$ cat config.mk
export PLATFORM = sky130hd
export DESIGN_NAME = ring_rx_decoder_flat
export DESIGN_NICKNAME = d
export VERILOG_FILES = /design/src/rtl/ring_rx_decoder_if.sv /design/src/rtl/ring_rx_decoder.sv /design/src/flat_wrapper.sv
export SDC_FILE = /design/constraint.sdc
export NUM_CORES = 1
export LEC_CHECK = 0
export BUFFER_PORTS_ARGS = -buffer_cell sky130_fd_sc_hd__buf_4
export CAP_MARGIN = 0
export CELL_PAD_IN_SITES_DETAIL_PLACEMENT = 1
export CELL_PAD_IN_SITES_GLOBAL_PLACEMENT = 1
export CORE_ASPECT_RATIO = 1.75
export CORE_MARGIN = 3
export CORE_UTILIZATION = 30
export DETAILED_ROUTE_END_ITERATION = 12
export PLACE_DENSITY = 0.59
export SYNTH_ARGS = -nofsm -noshare
export SYNTH_HDL_FRONTEND = slang
export SYNTH_SLANG_ARGS = --single-unit
$ cat constraint.sdc
create_clock -name Clk_R -period 3.08 [get_ports Clk_R]
set_input_delay 0.616 -clock Clk_R [delete_from_list [all_inputs] [get_ports Clk_R]]
set_output_delay 0.616 -clock Clk_R [all_outputs]
set_load 0.005 [all_outputs]
$ cat src/rtl/ring_rx_decoder_if.sv
// Bundles the serial ring input and the decoded-packet handshake of ring_rx_decoder.
// The master modport is the driving side (ring and control FSM), and the slave modport is the decoder.
interface ring_rx_decoder_if #(
    parameter int PAYLOAD_W = 16
);
    logic                 Rx_In;
    logic                 Rx_Valid;
    logic                 rc_ready;
    logic                 rx_has_data;
    logic [2:0]           data_type;
    logic [3:0]           address;
    logic [PAYLOAD_W-1:0] rx_payload;
    logic                 bad_decode;
    logic                 rx_overrun;
    logic                 rx_abort;

    modport master (
        output Rx_In, Rx_Valid, rc_ready,
        input  rx_has_data, data_type, address, rx_payload,
        input  bad_decode, rx_overrun, rx_abort
    );

    modport slave (
        input  Rx_In, Rx_Valid, rc_ready,
        output rx_has_data, data_type, address, rx_payload,
        output bad_decode, rx_overrun, rx_abort
    );
endinterface

$ cat src/rtl/ring_rx_decoder.sv
// Token-ring receive deserialiser with parity/stop check and a one-entry holding register.
// Optional macro RX_TIMEOUT_EN enables the inter-strobe timeout that abandons a stalled frame.
module ring_rx_decoder #(
    parameter int PAYLOAD_W   = 16,
    parameter int TIMEOUT_CYC = 64
) (
    input  logic                   Clk_R,
    input  logic                   Rst_n,
    ring_rx_decoder_if.slave       bus
);
    // Bits after the start bit and before the stop bit: type, address, payload, parity.
    localparam int BODY_W = 7 + PAYLOAD_W + 1;
    localparam int CNT_W  = $clog2(PAYLOAD_W + 10);
    localparam logic [CNT_W-1:0] LAST_BIT = CNT_W'(BODY_W - 1);

    typedef enum logic [1:0] {IDLE, SHIFT, STOP} state_t;

    state_t               state_q;
    logic [CNT_W-1:0]     cnt_q;
    logic [BODY_W-1:0]    shift_q;
    logic                 has_q;
    logic [2:0]           type_q;
    logic [3:0]           addr_q;
    logic [PAYLOAD_W-1:0] payload_q;
    logic                 bad_q;
    logic                 overrun_q;

    logic frame_done;
    logic frame_bad;

    assign frame_done = (state_q == STOP) && bus.Rx_Valid;
    // Even parity over body including parity bit means the XOR of the body must be zero.
    assign frame_bad  = (^shift_q) | bus.Rx_In;

`ifdef RX_TIMEOUT_EN
    localparam int TMO_W = $clog2(TIMEOUT_CYC + 1);
    logic [TMO_W-1:0] tmo_q;
    logic             abort_q;
`endif

    always_ff @(posedge Clk_R or negedge Rst_n) begin
        if (!Rst_n) begin
            state_q   <= IDLE;
            cnt_q     <= '0;
            shift_q   <= '0;
            has_q     <= 1'b0;
            type_q    <= '0;
            addr_q    <= '0;
            payload_q <= '0;
            bad_q     <= 1'b0;
            overrun_q <= 1'b0;
`ifdef RX_TIMEOUT_EN
            tmo_q     <= '0;
            abort_q   <= 1'b0;
`endif
        end else begin
            overrun_q <= 1'b0;
`ifdef RX_TIMEOUT_EN
            abort_q   <= 1'b0;
`endif
            case (state_q)
                IDLE: begin
                    if (bus.Rx_Valid && bus.Rx_In) begin
                        state_q <= SHIFT;
                        cnt_q   <= '0;
                    end
                end
                SHIFT: begin
                    if (bus.Rx_Valid) begin
                        shift_q <= {shift_q[BODY_W-2:0], bus.Rx_In};
                        cnt_q   <= cnt_q + 1'b1;
                        if (cnt_q == LAST_BIT) begin
                            state_q <= STOP;
                        end
                    end
                end
                STOP: begin
                    if (bus.Rx_Valid) begin
                        state_q <= IDLE;
                        cnt_q   <= '0;
                    end
                end
                default: state_q <= IDLE;
            endcase

            // A consume on the completion edge frees the slot for the new frame.
            if (frame_done) begin
                if (!has_q || bus.rc_ready) begin
                    has_q     <= 1'b1;
                    type_q    <= shift_q[BODY_W-1 -: 3];
                    addr_q    <= shift_q[BODY_W-4 -: 4];
                    payload_q <= shift_q[PAYLOAD_W:1];
                    bad_q     <= frame_bad;
                end else begin
                    overrun_q <= 1'b1;
                end
            end else if (has_q && bus.rc_ready) begin
                has_q <= 1'b0;
            end

`ifdef RX_TIMEOUT_EN
            if (state_q == IDLE || bus.Rx_Valid) begin
                tmo_q <= '0;
            end else if (tmo_q == TMO_W'(TIMEOUT_CYC - 1)) begin
                state_q <= IDLE;
                cnt_q   <= '0;
                tmo_q   <= '0;
                abort_q <= 1'b1;
            end else begin
                tmo_q <= tmo_q + 1'b1;
            end
`endif
        end
    end

    assign bus.rx_has_data = has_q;
    assign bus.data_type   = type_q;
    assign bus.address     = addr_q;
    assign bus.rx_payload  = payload_q;
    assign bus.bad_decode  = bad_q;
    assign bus.rx_overrun  = overrun_q;
`ifdef RX_TIMEOUT_EN
    assign bus.rx_abort    = abort_q;
`else
    assign bus.rx_abort    = 1'b0;
`endif
endmodule

$ cat src/flat_wrapper.sv
// flat-port wrapper written by rule: the top's interface ports become plain ports
module ring_rx_decoder_flat 
#(
    parameter int PAYLOAD_W   = 16,
    parameter int TIMEOUT_CYC = 64
)
  (Clk_R, Rst_n, bus_Rx_In, bus_Rx_Valid, bus_rc_ready, bus_rx_has_data, bus_data_type, bus_address, bus_rx_payload, bus_bad_decode, bus_rx_overrun, bus_rx_abort);
  ring_rx_decoder_if #(.PAYLOAD_W(PAYLOAD_W)) bus_i ();
  input  logic Clk_R;
  input  logic Rst_n;
  input wire logic [$bits(bus_i.Rx_In)-1:0] bus_Rx_In;
  input wire logic [$bits(bus_i.Rx_Valid)-1:0] bus_Rx_Valid;
  input wire logic [$bits(bus_i.rc_ready)-1:0] bus_rc_ready;
  output wire logic [$bits(bus_i.rx_has_data)-1:0] bus_rx_has_data;
  output wire logic [$bits(bus_i.data_type)-1:0] bus_data_type;
  output wire logic [$bits(bus_i.address)-1:0] bus_address;
  output wire logic [$bits(bus_i.rx_payload)-1:0] bus_rx_payload;
  output wire logic [$bits(bus_i.bad_decode)-1:0] bus_bad_decode;
  output wire logic [$bits(bus_i.rx_overrun)-1:0] bus_rx_overrun;
  output wire logic [$bits(bus_i.rx_abort)-1:0] bus_rx_abort;
  assign bus_i.Rx_In = bus_Rx_In;
  assign bus_i.Rx_Valid = bus_Rx_Valid;
  assign bus_i.rc_ready = bus_rc_ready;
  assign bus_rx_has_data = bus_i.rx_has_data;
  assign bus_data_type = bus_i.data_type;
  assign bus_address = bus_i.address;
  assign bus_rx_payload = bus_i.rx_payload;
  assign bus_bad_decode = bus_i.bad_decode;
  assign bus_rx_overrun = bus_i.rx_overrun;
  assign bus_rx_abort = bus_i.rx_abort;
  ring_rx_decoder #(.PAYLOAD_W(PAYLOAD_W), .TIMEOUT_CYC(TIMEOUT_CYC)) u_core (.Clk_R(Clk_R), .Rst_n(Rst_n), .bus(bus_i));
endmodule
**Word-level counts from Yosys, hierarchy flattened**

Index checks and enable logic that the tools add are counted.

- Register bits after elaboration: 57
- Input port bits: 5
- Word-level logic and storage cells: 47

- Add/sub/neg operators: 1
- Eq/ne operators: 8
- Muxes and demuxes: 14
- Bitwise gates (word level): 1
- Reductions and logical operators: 14

Operators by type and width:

| cell | number |
|---|---|
| XOR reduction 24 bit | 1 |
| 2-to-1 mux 5 bit | 3 |
| one-hot mux 5 bit (3 select lines) | 1 |
| 2-to-1 mux 2 bit | 4 |
| AND reduction 4 bit | 2 |
| inequality test 2 bit, second input constant | 3 |
| one-hot mux 2 bit (3 select lines) | 1 |
| AND reduction 2 bit | 3 |
| adder 5 x 1 -> 5 bit, second input constant | 1 |
| == test 5 bit, second input constant | 1 |
| 2-to-1 mux 1 bit | 5 |
| inequality test 2 x 1 -> 1 bit, second input constant | 2 |
| logical AND 1 bit | 3 |
| nonzero test 3 bit | 1 |
| == test 2 x 1 -> 1 bit, second input constant | 1 |
| == test 2 bit, second input constant | 1 |
| logical NOT 2 bit | 1 |
| nonzero test 2 bit | 1 |
| logical NOT 1 bit | 1 |
| logical OR 1 bit | 1 |
| bitwise OR 1 bit | 1 |

**Depth between registers and ports, before layout**

Gate-level depths: netlist of the first run.

- Depth in word-level cells: 4
- Depth in mapped cells: 7
- Depth with buffers taken out: 6

**Worst setup path before layout of the first run**

OpenSTA, ideal clock, no wires.

- Kind: input port to flip-flop
- Start: in bus_Rx_Valid
- End: reg u_core.addr_q[2], in the netlist u_core.bus.address[2]
- Library setup time: 125 ps
- Arrival: 1,712 ps
- Data required time: 2,955 ps
- Path slack: 1,243 ps
- Stages: 6
- Buffers on the path: 3
- Cells stage by stage: buf_2 nand3b_1 nor2b_1 buf_2 buf_2 mux2_2

- Cells in the longest elaborated chain, start to end: 2

RTL lines:

| what | line | RTL |
|---|---|---|
| start, declared | flat_wrapper.sv:12 | `input wire logic [$bits(bus_i.Rx_Valid)-1:0] bus_Rx_Valid;` |
| logical AND 1 bit | ring_rx_decoder.sv:31 | `assign frame_done = (state_q == STOP) && bus.Rx_Valid;` |
| AND reduction 2 bit (no source line) | -- |  |
| end signal, assigned | ring_rx_decoder.sv:91 | `addr_q <= shift_q[BODY_W-4 -: 4];` |
| end, declared | ring_rx_decoder.sv:23 | `logic [3:0] addr_q;` |

Every way passes these cells.
A chain may end at the register's enable or synchronous reset.

**Worst setup path in the final report of the first run**

- Start: reg u_core.state_q[1]
- End: reg u_core.payload_q[11], in the netlist u_core.bus.rx_payload[11]

- Cells in the longest elaborated chain, start to end: 3

RTL lines:

| what | line | RTL |
|---|---|---|
| start, declared | ring_rx_decoder.sv:18 | `state_t state_q;` |
| start signal, assigned | ring_rx_decoder.sv:43 | `state_q <= IDLE;` |
| start signal, assigned | ring_rx_decoder.sv:64 | `state_q <= SHIFT;` |
| start signal, assigned | ring_rx_decoder.sv:73 | `state_q <= STOP;` |
| == test 2 bit | ring_rx_decoder.sv:31 |  |
| logical AND 1 bit | ring_rx_decoder.sv:31 |  |
| AND reduction 2 bit (no source line) | -- |  |
| end signal, assigned | ring_rx_decoder.sv:92 | `payload_q <= shift_q[PAYLOAD_W:1];` |
| end, declared | ring_rx_decoder.sv:24 | `logic [PAYLOAD_W-1:0] payload_q;` |

Every way passes these cells.

==> metrics.md, run 1 <==
| Metric | Value |
|---|---|
| CP Data Arrival Time | `just under 2 ns` |
| Setup-failing EPs final | `0` |
| Grt ovf | `0` |
| Pleak | `between 1 and 1.5 nW` |
| Clk_lat worst skew | `between 0.3 and 0.4 ns` |
| M2 GR Usage | `18.2%` |
| Final setup TNS | `0 ns` |
| Final hold vios | `0` |
| Ratio of cells with drive above 1 in the final layout | `around 36%` |
| Core Box Area | `8020 um^2` |
| Final setup margin | `around 1.3 ns` |
| Critical path type | `register to register` |
| Ys Warns | `0` |
| Initial antenna violation count | `0` |
| H-Tree Depth | `3` |
| Post-cts sizing count | `0` |
| First DRT Iteration DRCs | `65` |
| Dpl ws | `1.18 ns` |
| Number of distinct library cells after synthesis | `30` |
| F_max | `roughly 0.56 GHz` |
| Clock buffer depth | `2` |
| GRT busiest layer | `met2` |
| Syn_nets | `192` |
| PwrDens | `about 970 nW/um^2` |
| GRT Util Overall | `around 11%` |
| Post-route ant nets | `0` |
| Cts hold-fix bufs | `0` |
| Seq/Total Area, Yosys | `57.4%` |
| Die H | `about 130 um` |
| Fin. max-slew vios | `0` |
| Vias in the first global route | `around 1,600` |
| GRT met1 Usage | `12.8%` |
| Clk Tree Root Cell | `clkbuf_16` |
| GR Layer Usage met3 | `4.12%` |
| DRC viols | `0` |
| P&R area growth vs syn | `22.9%` |
| Ports | `32` |
| Placement row count | `43` |
| Final Core Density | `38.1%` |
| Post-DP HPWL | `about 3.2 mm` |
| Die X | `roughly 75 um` |
| Clock transition at path regs | `about 0.05 ns` |
| Drt first pass iters | `4` |
| Worst slew margin | `51.3%` |
| Final wirelength | `about 4.7 mm` |
| Maximum VDD drop | `0.000512 V` |
| CP max FO | `25` |
| Wire per inst | `between 15 and 20 um` |
| Synthesized area | `between 2000 and 2500 um^2` |
| Layout Nets | `approximately 230` |
| Via-to-Cell Ratio | `4.82` |
| Area of the die | `9450 um^2` |
| Startpoint type of the worst setup path | `register` |
| RSZ-0062 raised after global routing | `false` |
| Crit path capture type | `register` |
| Fin crit share | `between 50 and 60%` |
| Worst Tran Pin Value | `between 0.7 and 0.8 ns` |
| Post-synthesis register bit count | `57` |
| Port bufs | `30` |
| Clk sink count | `57` |
| TritonCTS clock tree | `yes` |
| Largest net degree at the start of global routing | `58` |
| Global-route wire length before repair | `around 8.1 mm` |
| Mean cell area of the mapped netlist | `between 10 and 15 um^2` |
| Vias | `approximately 1,500` |
| GP Congestion | `0.820` |
| Cell count after synthesis | `about 190` |
| Final min period | `approximately 1.8 ns` |
| Setup Skew | `between 0.003 and 0.004 ns` |
| Ant. Diodes | `0` |
| Outcome | `finished, final reports clean` |
| Initial Utilization | `between 30% and 40%` |
| Max cap viols | `0` |
| Hold WC Path Type | `primary input to asynchronous set/reset pin` |
| Num CTS Buffers | `9` |
| CP required | `approximately 3.3 ns` |
| Post-CTS Setup Repair Bufs | `0` |
-- final cells by class --
cell class | instances | area (um^2)
fillers | 856 | 4960
multi-input cells | 117 | 1000
flip-flops and latches | 57 | 1430
well taps | 90 | 113
repair buffers | 32 | 240
clock buffers | 14 | 264
inverters | 2 | 7.51
-- worst max-delay path, cell delays in order (launching register included) --
cell	delay, ns
dfrtp_1	0.59
nand3b_1	0.21
nor2b_2	0.14
buf_4	0.33
mux2_2	0.39
-- state kept, by name, summed over array words and instances, names as in the netlist --
name	flops
u_core.bus.address	4
u_core.bus.rx_payload	16
u_core.bus.rx_overrun	1
u_core.state_q	2
u_core.shift_q	24
u_core.bus.rx_has_data	1
u_core.cnt_q	5
u_core.bus.data_type	3
u_core.bus.bad_decode	1
-- cells in the final DEF, fill, tap and decap left out, drive strengths merged --
cell / netlist / final
a21oi: 4 / 4
nand3b: 1 / 1
nor2: 6 / 6
or2: 2 / 2
nand2b: 1 / 1
a31oi: 1 / 1
nor2b: 2 / 2
dfrtp: 57 / 57
conb: 1 / 1
xnor3: 1 / 1
nand2: 10 / 10
mux2: 47 / 47
nand3: 2 / 2
nor3b: 1 / 1
o31ai: 1 / 1
ha: 1 / 1
clkbuf: 2 / 14
nand4: 1 / 1
o21ai: 7 / 7
xnor2: 18 / 18
buf: 8 / 32
xor2: 3 / 3
nor3: 3 / 3
a22o: 3 / 3
inv: 2 / 2
a21o: 1 / 1
-- stage by stage --
| stage | instance area [um^2] | std cells | hold slack, ns | total power, W |
|---|---|---|---|---|
| floorplan | 2480 | 186 | 0.320 | 0.00193 |
| CTS | 3050 | 312 | 0.388 | 0.00302 |
| global route | 3050 | 312 | 0.412 | 0.00316 |
| detailed placement | 2790 | 298 | 0.481 | 0.00212 |
| finish | 3050 | 312 | 0.359 | 0.00295 |
| global placement | 2790 | 298 | 0.478 | 0.00209 |
-- where the power goes --
group | internal [W] | switching [W] | leakage, nW
Clock | 0.000577 | 0.000299 | 0.129
Sequential | 0.000919 | 0.000202 | 0.755
Combinational | 0.000613 | 0.000337 | 0.600
Total | 0.00211 | 0.000838 | 1.48
-- worst paths after layout --
| path | from | endpoint | slack (ns) | cells after the start |
|---|---|---|---|---|
| worst min-delay path | Rst_n | u_core.state_q[0] | 0.36 | 1 |
| max in group asynchronous | Rst_n | u_core.bus.rx_payload[0] | 2.24 | 1 |
| worst min register to register | u_core.bus.rx_payload[5] | u_core.bus.rx_payload[5] | 0.48 | 1 |
| worst max register to register | u_core.state_q[1] | u_core.bus.rx_payload[11] | 1.29 | 4 |
| worst max-delay path | u_core.state_q[1] | u_core.bus.rx_payload[11] | 1.29 | 4 |
| min in group Clk_R | u_core.bus.rx_payload[5] | u_core.bus.rx_payload[5] | 0.48 | 1 |
-- Yosys cell counts --
library cell | n | area share (%)
or2_1 | 1 | 0.25
buf_4 | 1 | 0.30
or2_2 | 1 | 0.25
xnor3_1 | 1 | 0.91
clkbuf_1 | 2 | 0.30
ha_1 | 1 | 0.50
mux2_2 | 35 | 16
conb_1 | 1 | 0.15
nand3b_1 | 1 | 0.30
o31ai_1 | 1 | 0.30
nand3_1 | 2 | 0.40
nor3_1 | 3 | 0.60
nor2b_1 | 2 | 0.50
mux2_1 | 12 | 5.4
nor3b_1 | 1 | 0.30
nor2_1 | 6 | 0.91
xnor2_1 | 17 | 6.0
dfrtp_1 | 57 | 57
nand2_1 | 10 | 1.5
a31oi_1 | 1 | 0.25
nand4_1 | 1 | 0.25
nand2b_1 | 1 | 0.25
a22o_1 | 3 | 1.1
a21o_1 | 1 | 0.30
xnor2_2 | 1 | 0.66
o21ai_0 | 7 | 1.4
xor2_1 | 3 | 1.1
inv_1 | 2 | 0.30
buf_2 | 7 | 1.4
a21oi_1 | 4 | 0.81
-- cells by family after synthesis --
kind of cell | Yosys count | synth area share, %
buf+inv | 12 | 2.32
mux | 47 | 21.3
flops | 57 | 57.4
simple gates | 29 | 5.54
compound gates | 17 | 4.13
fa+ha+maj | 1 | 0.504
other cells | 1 | 0.151
xor+xnor | 22 | 8.61
-- metal layers --
metal,up-vias,routed length [um],share of wire [%]
met3,10,198,4.2
li1,700,-,-
met4,0,142,3.0
met2,31,2520,54
met1,763,1850,39
met5,-,0,0
Note: power is estimated with default switching activity, not from simulation.
==> run 2: changes to the inputs <==
--- a/config.mk
+++ b/config.mk
@@ -13,7 +13,7 @@
 export CORE_MARGIN = 3
 export CORE_UTILIZATION = 30
 export DETAILED_ROUTE_END_ITERATION = 12
-export PLACE_DENSITY = 0.59
+export PLACE_DENSITY = 0.61
 export SYNTH_ARGS = -nofsm -noshare
 export SYNTH_HDL_FRONTEND = slang
 export SYNTH_SLANG_ARGS = --single-unit
==> constraint.sdc (replaced) <==
create_clock -name Clk_R -period 1.55 [get_ports Clk_R]
set_input_delay 0.31 -clock Clk_R [delete_from_list [all_inputs] [get_ports Clk_R]]
set_output_delay 0.31 -clock Clk_R [all_outputs]
set_load 0.005 [all_outputs]
==> run 2 against run 1 <==
Die area unchanged. Critical path depth increased by 1. Worst setup slack got worse by 1.3 ns. Combinational power increased to 2.7 times the previous value. Sequential cell count unchanged. Sequential power increased by 91%. Final area increased by 12%.
==> metrics.md, run 2 (synthesis gave the netlist of run 1 again) <==
| Metric | Value |
|---|---|
| GRT Util Overall | `12.3% (+0.84 points)` |
| Maximum VDD drop | `0.000686 V (+34%)` |
| F_max | `0.660 GHz (+18%)` |
| Slowest stage cell, crit path | `dfrtp_1` |
| Final non-filler cell total | `344 (+10%)` |
| Final hold vios | `0 (unchanged)` |
| Layout Nets | `256 (+14%)` |
| H-Tree Depth | `3 (unchanged)` |
| Initial Utilization | `31.0% (unchanged)` |
| Port bufs | `30 (unchanged)` |
| Initial antenna violation count | `0 (unchanged)` |
| Clock transition at path regs | `0.05 ns (about the same)` |
| Hold WC Path Type | `primary input to register` |
| Largest net degree at the start of global routing | `26 (-55%)` |
| Clk_lat worst skew | `0.32 ns (about the same)` |
| CP peak stage delay | `0.41 ns (-0.18 ns)` |
| Startpoint type of the worst setup path | `register` |
| Dpl ws | `-0.0241 ns (-1.20 ns)` |
| CP max FO | `2 (-92%)` |
| P&R area growth vs syn | `37.3%` |
| Power Total | `0.00668 W (+130%)` |
| GP Congestion | `0.736 (-10%)` |
| Core Box Area | `8020 um^2 (unchanged)` |
| DRC viols | `0 (unchanged)` |
| Crit path capture type | `register` |
| Global-route wire length before repair | `8.77 mm (+8.7%)` |
| Via-to-Cell Ratio | `4.69 (-2.8%)` |
| Fin. max-slew vios | `0 (unchanged)` |
| Setup-failing EPs final | `0 (unchanged)` |
| First DRT Iteration DRCs | `43 (-34%)` |
| CP required | `1.79 ns (-1.49 ns)` |
| Vias in the first global route | `1,835 (+12%)` |
| Most flops, register | `u_core.shift_q` |
| R2R Path Start | `u_core.shift_q[13]` |
| Post-DP HPWL | `3.65 mm (+15%)` |
| Ratio of cells with drive above 1 in the final layout | `48.0% (+12 points)` |
| Post-route ant nets | `0 (unchanged)` |
| Pleak | `1.70 nW (+15%)` |
| Cells after DPL | `319 (+7.0%)` |
| Wire per inst | `14.7 um (-2.9%)` |
| Vias | `1,612 (+7.2%)` |
| Clk Tree Root Cell | `clkbuf_16` |
| Top Family by Delay on Critical Path | `XOR/XNOR gates` |
| Max reg flops | `24 (unchanged)` |
| Die H | `126 um (unchanged)` |
| PwrDens | `1960 nW/um^2 (+100%)` |
| Critical path type | `register to register` |
| Placement row count | `43 (unchanged)` |
| Most common cell after layout, fill and taps aside | `buf_4` |
| Grt ovf | `0 (unchanged)` |
| Fin crit share | `97.8% (+40 points)` |
| Most frequent CP cell | `xnor2_1` |
| Die X | `74.8 um (unchanged)` |
| Max cap viols | `0 (unchanged)` |
| Ant. Diodes | `0 (unchanged)` |
| Final instance area | `3410 um^2 (+12%)` |
| Final setup margin | `0.0345 ns (-1.26 ns)` |
| RSZ-0062 raised after global routing | `true` |
| Critical path buffer and inverter count | `0 (-1)` |
| Fill count | `831 (-2.9%)` |
| CP Cell Sequence | `xnor2_2, xnor2_1, xnor2_1, xnor3_1, a31oi_1` |
| Drt first pass iters | `3 (-1)` |
| Most frequent cells in the layout | `buf_4 (59), dfrtp_1 (57), mux2_2 (35)` |
| Worst setup path startpoint | `u_core.shift_q[13]` |
| Clock buffer depth | `2 (unchanged)` |
| Ports | `32 (unchanged)` |
| Worst hold start | `bus_rc_ready` |
| Final min period | `1.52 ns (-0.270 ns)` |
| Setup Skew | `0.00473 ns (+0.00113 ns)` |
| Clk sink count | `57 (unchanged)` |
| Outcome | `finished, final reports clean` |
| Placed cell areas | `2970 um^2 (+6.6%)` |
| TritonCTS clock tree | `yes` |
| Final wirelength | `5.05 mm (+7.0%)` |
| Num CTS Buffers | `9 (unchanged)` |
| Area of the die | `9450 um^2 (unchanged)` |
| CP Data Arrival Time | `1.75 ns (-0.23 ns)` |
-- run 2: cell types whose count changed in the layout (fill, tap and decap cells not counted), moves of 2 or more --
cell and delta:
buf_4 +27, xnor2_2 +8, xnor2_1 -8, clkbuf_1 -2, buf_12 +2, clkinv_2 +2
-- run 2: timing repair --
item | in CTS | in global routing
setup endpoints to repair | 1 | 3
resized for setup | 1 | 8
buffers inserted | 9 | 0
hold buffers | 1 | 0
hold endpoints to repair | 19 | 0
pin swaps | 12 | 3
-- run 2: cell type report --
class,count,area (um^2),share of cell area [%]
flip-flops and latches,57,1430,41.8
repair buffers,63,504,14.8
multi-input cells,117,1060,31.2
inverters,2,7.51,0.220
clock inverters,3,40.0,1.17
well taps,90,113,3.30
clock buffers,12,256,7.52
-- run 2: through the flow --
| stage | hold WS [ns] | util, % | TNS, ns |
|---|---|---|---|
| final | 0.277 | 42.5 | 0 |
| after floorplan | 0.0144 | - | 0 |
| after detailed placement | 0.220 | 37.1 | -0.0241 |
| after global placement | 0.214 | 37.1 | 0 |
| after global routing | 0.297 | 42.5 | -0.0960 |
| after CTS | 0.264 | 41.8 | -0.00407 |
-- run 2: final timing paths --
path,endpoint,slack (ns),cells past startpoint
max,u_core.bus.bad_decode,0.03,5
min,u_core.bus.rx_overrun,0.28,3
max reg2reg,u_core.bus.bad_decode,0.03,5
min reg2reg,u_core.bus.rx_payload[4],0.49,1
max in group asynchronous,u_core.shift_q[15],0.64,3
min in group asynchronous,u_core.bus.rx_payload[14],0.43,2
-- run 2: worst reg2reg max path, stage by stage, from the launching register on --
cell and delay [ns]:
dfrtp_1 0.41, xnor2_2 0.15, xnor2_1 0.20, xnor2_1 0.15
xnor3_1 0.40, a31oi_1 0.13
-- run 2: report_power, final --
part           total [W]  switching [W]  internal (W)
Clock            0.00193       0.000614       0.00131
Sequential       0.00214       0.000316       0.00183
Combinational    0.00261       0.000937       0.00167
-- run 2: routing by layer --
metal / vias to the layer above / wire length, um / GRT usage, %
li1: 766 / - / -
met1: 814 / 1880 / 12.8
met2: 21 / 2880 / 21.4
met3: 11 / 153 / 3.97
met4: 0 / 132 / 6.29
met5: - / 0 / 0
==> run 3: changes to the inputs <==
--- a/config.mk
+++ b/config.mk
@@ -13,7 +13,7 @@
 export CORE_MARGIN = 3
 export CORE_UTILIZATION = 30
 export DETAILED_ROUTE_END_ITERATION = 12
-export PLACE_DENSITY = 0.61
+export PLACE_DENSITY = 0.63
 export SYNTH_ARGS = -nofsm -noshare
 export SYNTH_HDL_FRONTEND = slang
 export SYNTH_SLANG_ARGS = --single-unit
==> run 3 against run 2 <==
The run now ends with negative setup slack left. Critical endpoint unchanged. Combinational power about the same. Total power down 0.11%. Utilization down 0.27 points. First-iteration DRC count up 65%. Register-to-register slack worse by 0.07 ns.
==> metrics.md, run 3 (synthesis gave the netlist of run 1 again) <==
| Metric | Value |
|---|---|
| Outcome | `finished with violations` |
| Failing checks | `negative setup slack` |
| Share of power burned in registers | `32.0% (about the same)` |
| Worst hold start | `bus_rc_ready` |
| Final setup margin | `-0.0372 ns (-0.0717 ns)` |
| Initial antenna violation count | `0 (unchanged)` |
| Die X | `74.8 um (unchanged)` |
| Pleak | `1.69 nW (-0.76%)` |
| P&R area growth vs syn | `36.4%` |
| Final non-filler cell total | `343 (-0.29%)` |
| Hold EP | `u_core.bus.rx_overrun` |
| Hold path cells | `3 (unchanged)` |
| Fin. max-slew vios | `0 (unchanged)` |
| Max reg flops | `24 (unchanged)` |
| Clock share of power | `29.2% (+0.4 points)` |
| Cells after DPL | `320 (+0.31%)` |
| F_max | `0.630 GHz (-4.5%)` |
| Clk sink count | `57 (unchanged)` |
| Global-route wire length before repair | `8.78 mm (about the same)` |
| GP Congestion | `0.704 (-4.3%)` |
| Layout Nets | `255 (-0.39%)` |
| Clock transition at path regs | `0.05 ns (about the same)` |
| Post-route ant nets | `0 (unchanged)` |
| Dpl ws | `0.00367 ns (+0.0278 ns)` |
| Worst setup path startpoint | `u_core.shift_q[14]` |
| Clk Tree Root Cell | `clkbuf_16` |
| Final instance area | `3390 um^2 (-0.62%)` |
| CP Data Arrival Time | `1.82 ns (+0.07 ns)` |
| Reg-to-reg slack, setup | `-0.04 ns (-0.07 ns)` |
| Ant. Diodes | `0 (unchanged)` |
| Hold WC Path Type | `primary input to register` |
| Ratio of cells with drive above 1 in the final layout | `46.6% (-1.4 points)` |
| Final hold vios | `0 (unchanged)` |
| GRT Util Overall | `12.3% (-0.072 points)` |
| Die H | `126 um (unchanged)` |
| Final wirelength | `5.02 mm (-0.55%)` |
| Most common cell after layout, fill and taps aside | `buf_4` |
| RSZ-0062 raised after global routing | `true` |
| Wire per inst | `14.6 um (-0.26%)` |
| Reg2Reg Depth | `5 (unchanged)` |
| Most flops, register | `u_core.shift_q` |
| First DRT Iteration DRCs | `71 (+65%)` |
| Combinational share of power | `38.8% (-0.3 points)` |
| Most frequent cells in the layout | `buf_4 (58), dfrtp_1 (57), mux2_2 (35)` |
| Critical path type | `register to register` |
| Placed cell areas | `2990 um^2 (+0.67%)` |
| R2r endpoint | `u_core.bus.bad_decode` |
| Area of the die | `9450 um^2 (unchanged)` |
| Initial Utilization | `31.0% (unchanged)` |
| CP max FO | `2 (unchanged)` |
| Switching power | `0.00190 W (+2.0%)` |
| Startpoint type of the worst setup path | `register` |
| Power Internal | `0.00477 W (-0.93%)` |
| Final Core Density | `42.3% (-0.27 points)` |
| Setup-failing EPs final | `1 (+1)` |
| Maximum VDD drop | `0.00110 V (+60%)` |
| Port bufs | `30 (unchanged)` |
| Clock buffer depth | `2 (unchanged)` |
| Core Box Area | `8020 um^2 (unchanged)` |
| CP required | `1.78 ns (about the same)` |
| Fin crit share | `102% (+4.6 points)` |
| Num CTS Buffers | `9 (unchanged)` |
| Sw frac | `28.5% (+0.59 points)` |
| Max cap viols | `0 (unchanged)` |
| Grt ovf | `0 (unchanged)` |
| Fill count | `857 (+3.1%)` |
| PwrDens | `1970 nW/um^2 (+0.51%)` |
| Setup Skew | `0.00477 ns (+0.0000387 ns)` |
| TritonCTS clock tree | `yes` |
| Vias | `1,618 (+0.37%)` |
| Largest net degree at the start of global routing | `26 (unchanged)` |
| Ports | `32 (unchanged)` |
| Via-to-Cell Ratio | `4.72 (+0.66%)` |
| Drt first pass iters | `4 (+1)` |
| Vias in the first global route | `1,823 (-0.65%)` |
| Post-DP HPWL | `3.53 mm (-3.4%)` |
| DRC viols | `0 (unchanged)` |
| R2R Path Start | `u_core.shift_q[14]` |
| Final min period | `1.59 ns (+0.0717 ns)` |
| Crit path capture type | `register` |
| Clk_lat worst skew | `0.32 ns (about the same)` |
| Final setup TNS | `-0.0372 ns (-0.0372 ns)` |
| Placement row count | `43 (unchanged)` |
| H-Tree Depth | `3 (unchanged)` |
## run 3: cell count changes in the layout (fill, tap and decap cells not counted), sizes merged
cell  before  now
buf       62   61
## run 3: worst max path at each step
stage                                       end  slack (ns)  depth (start not counted)
final                     u_core.bus.bad_decode       -0.04                          5
after global routing      u_core.bus.bad_decode       -0.17                          5
after CTS                 u_core.bus.bad_decode       -0.03                          5
after detailed placement  u_core.bus.bad_decode       0.004                          5
after global placement    u_core.bus.bad_decode      -0.003                          5
after floorplan           u_core.bus.address[2]        0.02                          6
## run 3: area by class of cell
type / count / area [um^2] / share of cell area [%]
Clock inverter: 3 / 40.0 / 1.18
Multi-Input combinational cell: 117 / 1040 / 30.7
Timing Repair Buffer: 62 / 505 / 14.9
Inverter: 2 / 7.51 / 0.222
Tap cell: 90 / 113 / 3.32
Sequential cell: 57 / 1430 / 42.1
Clock buffer: 12 / 256 / 7.57
## run 3: critical path, stage by stage, from the launching register on
cell and delay, ns:
dfrtp_1 0.41, xnor2_2 0.22, xnor2_2 0.15, xnor2_1 0.16, xnor3_1 0.42, a31oi_1 0.15
## run 3: per-stage QoR
stage	total power, W	hold WS [ns]
after floorplan	0.00384	0.0144
after global placement	0.00443	0.225
after detailed placement	0.00449	0.230
after CTS	0.00672	0.261
after global routing	0.00711	0.288
final	0.00667	0.275
## run 3: what timing repair did
item / in CTS / in global routing
setup endpoints to repair: 1 / 1
pin swaps: 10 / 5
hold buffers: 1 / 0
setup buffers: 7 / 0
resized for setup: 2 / 3
hold endpoints to repair: 21 / 0
## run 3: power by group through the flow
stage / sequential [W] / clock (W) / combinational [W]
2_1_floorplan: 0.00211 / 0 / 0.00173
5_1_grt: 0.00219 / 0.00207 / 0.00285
3_5_place_dp: 0.00217 / 0 / 0.00231
6_report: 0.00214 / 0.00195 / 0.00259
4_1_cts: 0.00212 / 0.00201 / 0.00259
3_3_place_gp: 0.00216 / 0 / 0.00227
## run 3: layer usage
layer	track usage [%]	part of all wire [%]	routed length (um)
met1	13.6	38	1880
met2	21.2	57	2870
met3	3.25	3.0	152
met4	5.66	2.2	108
met5	0	0	0
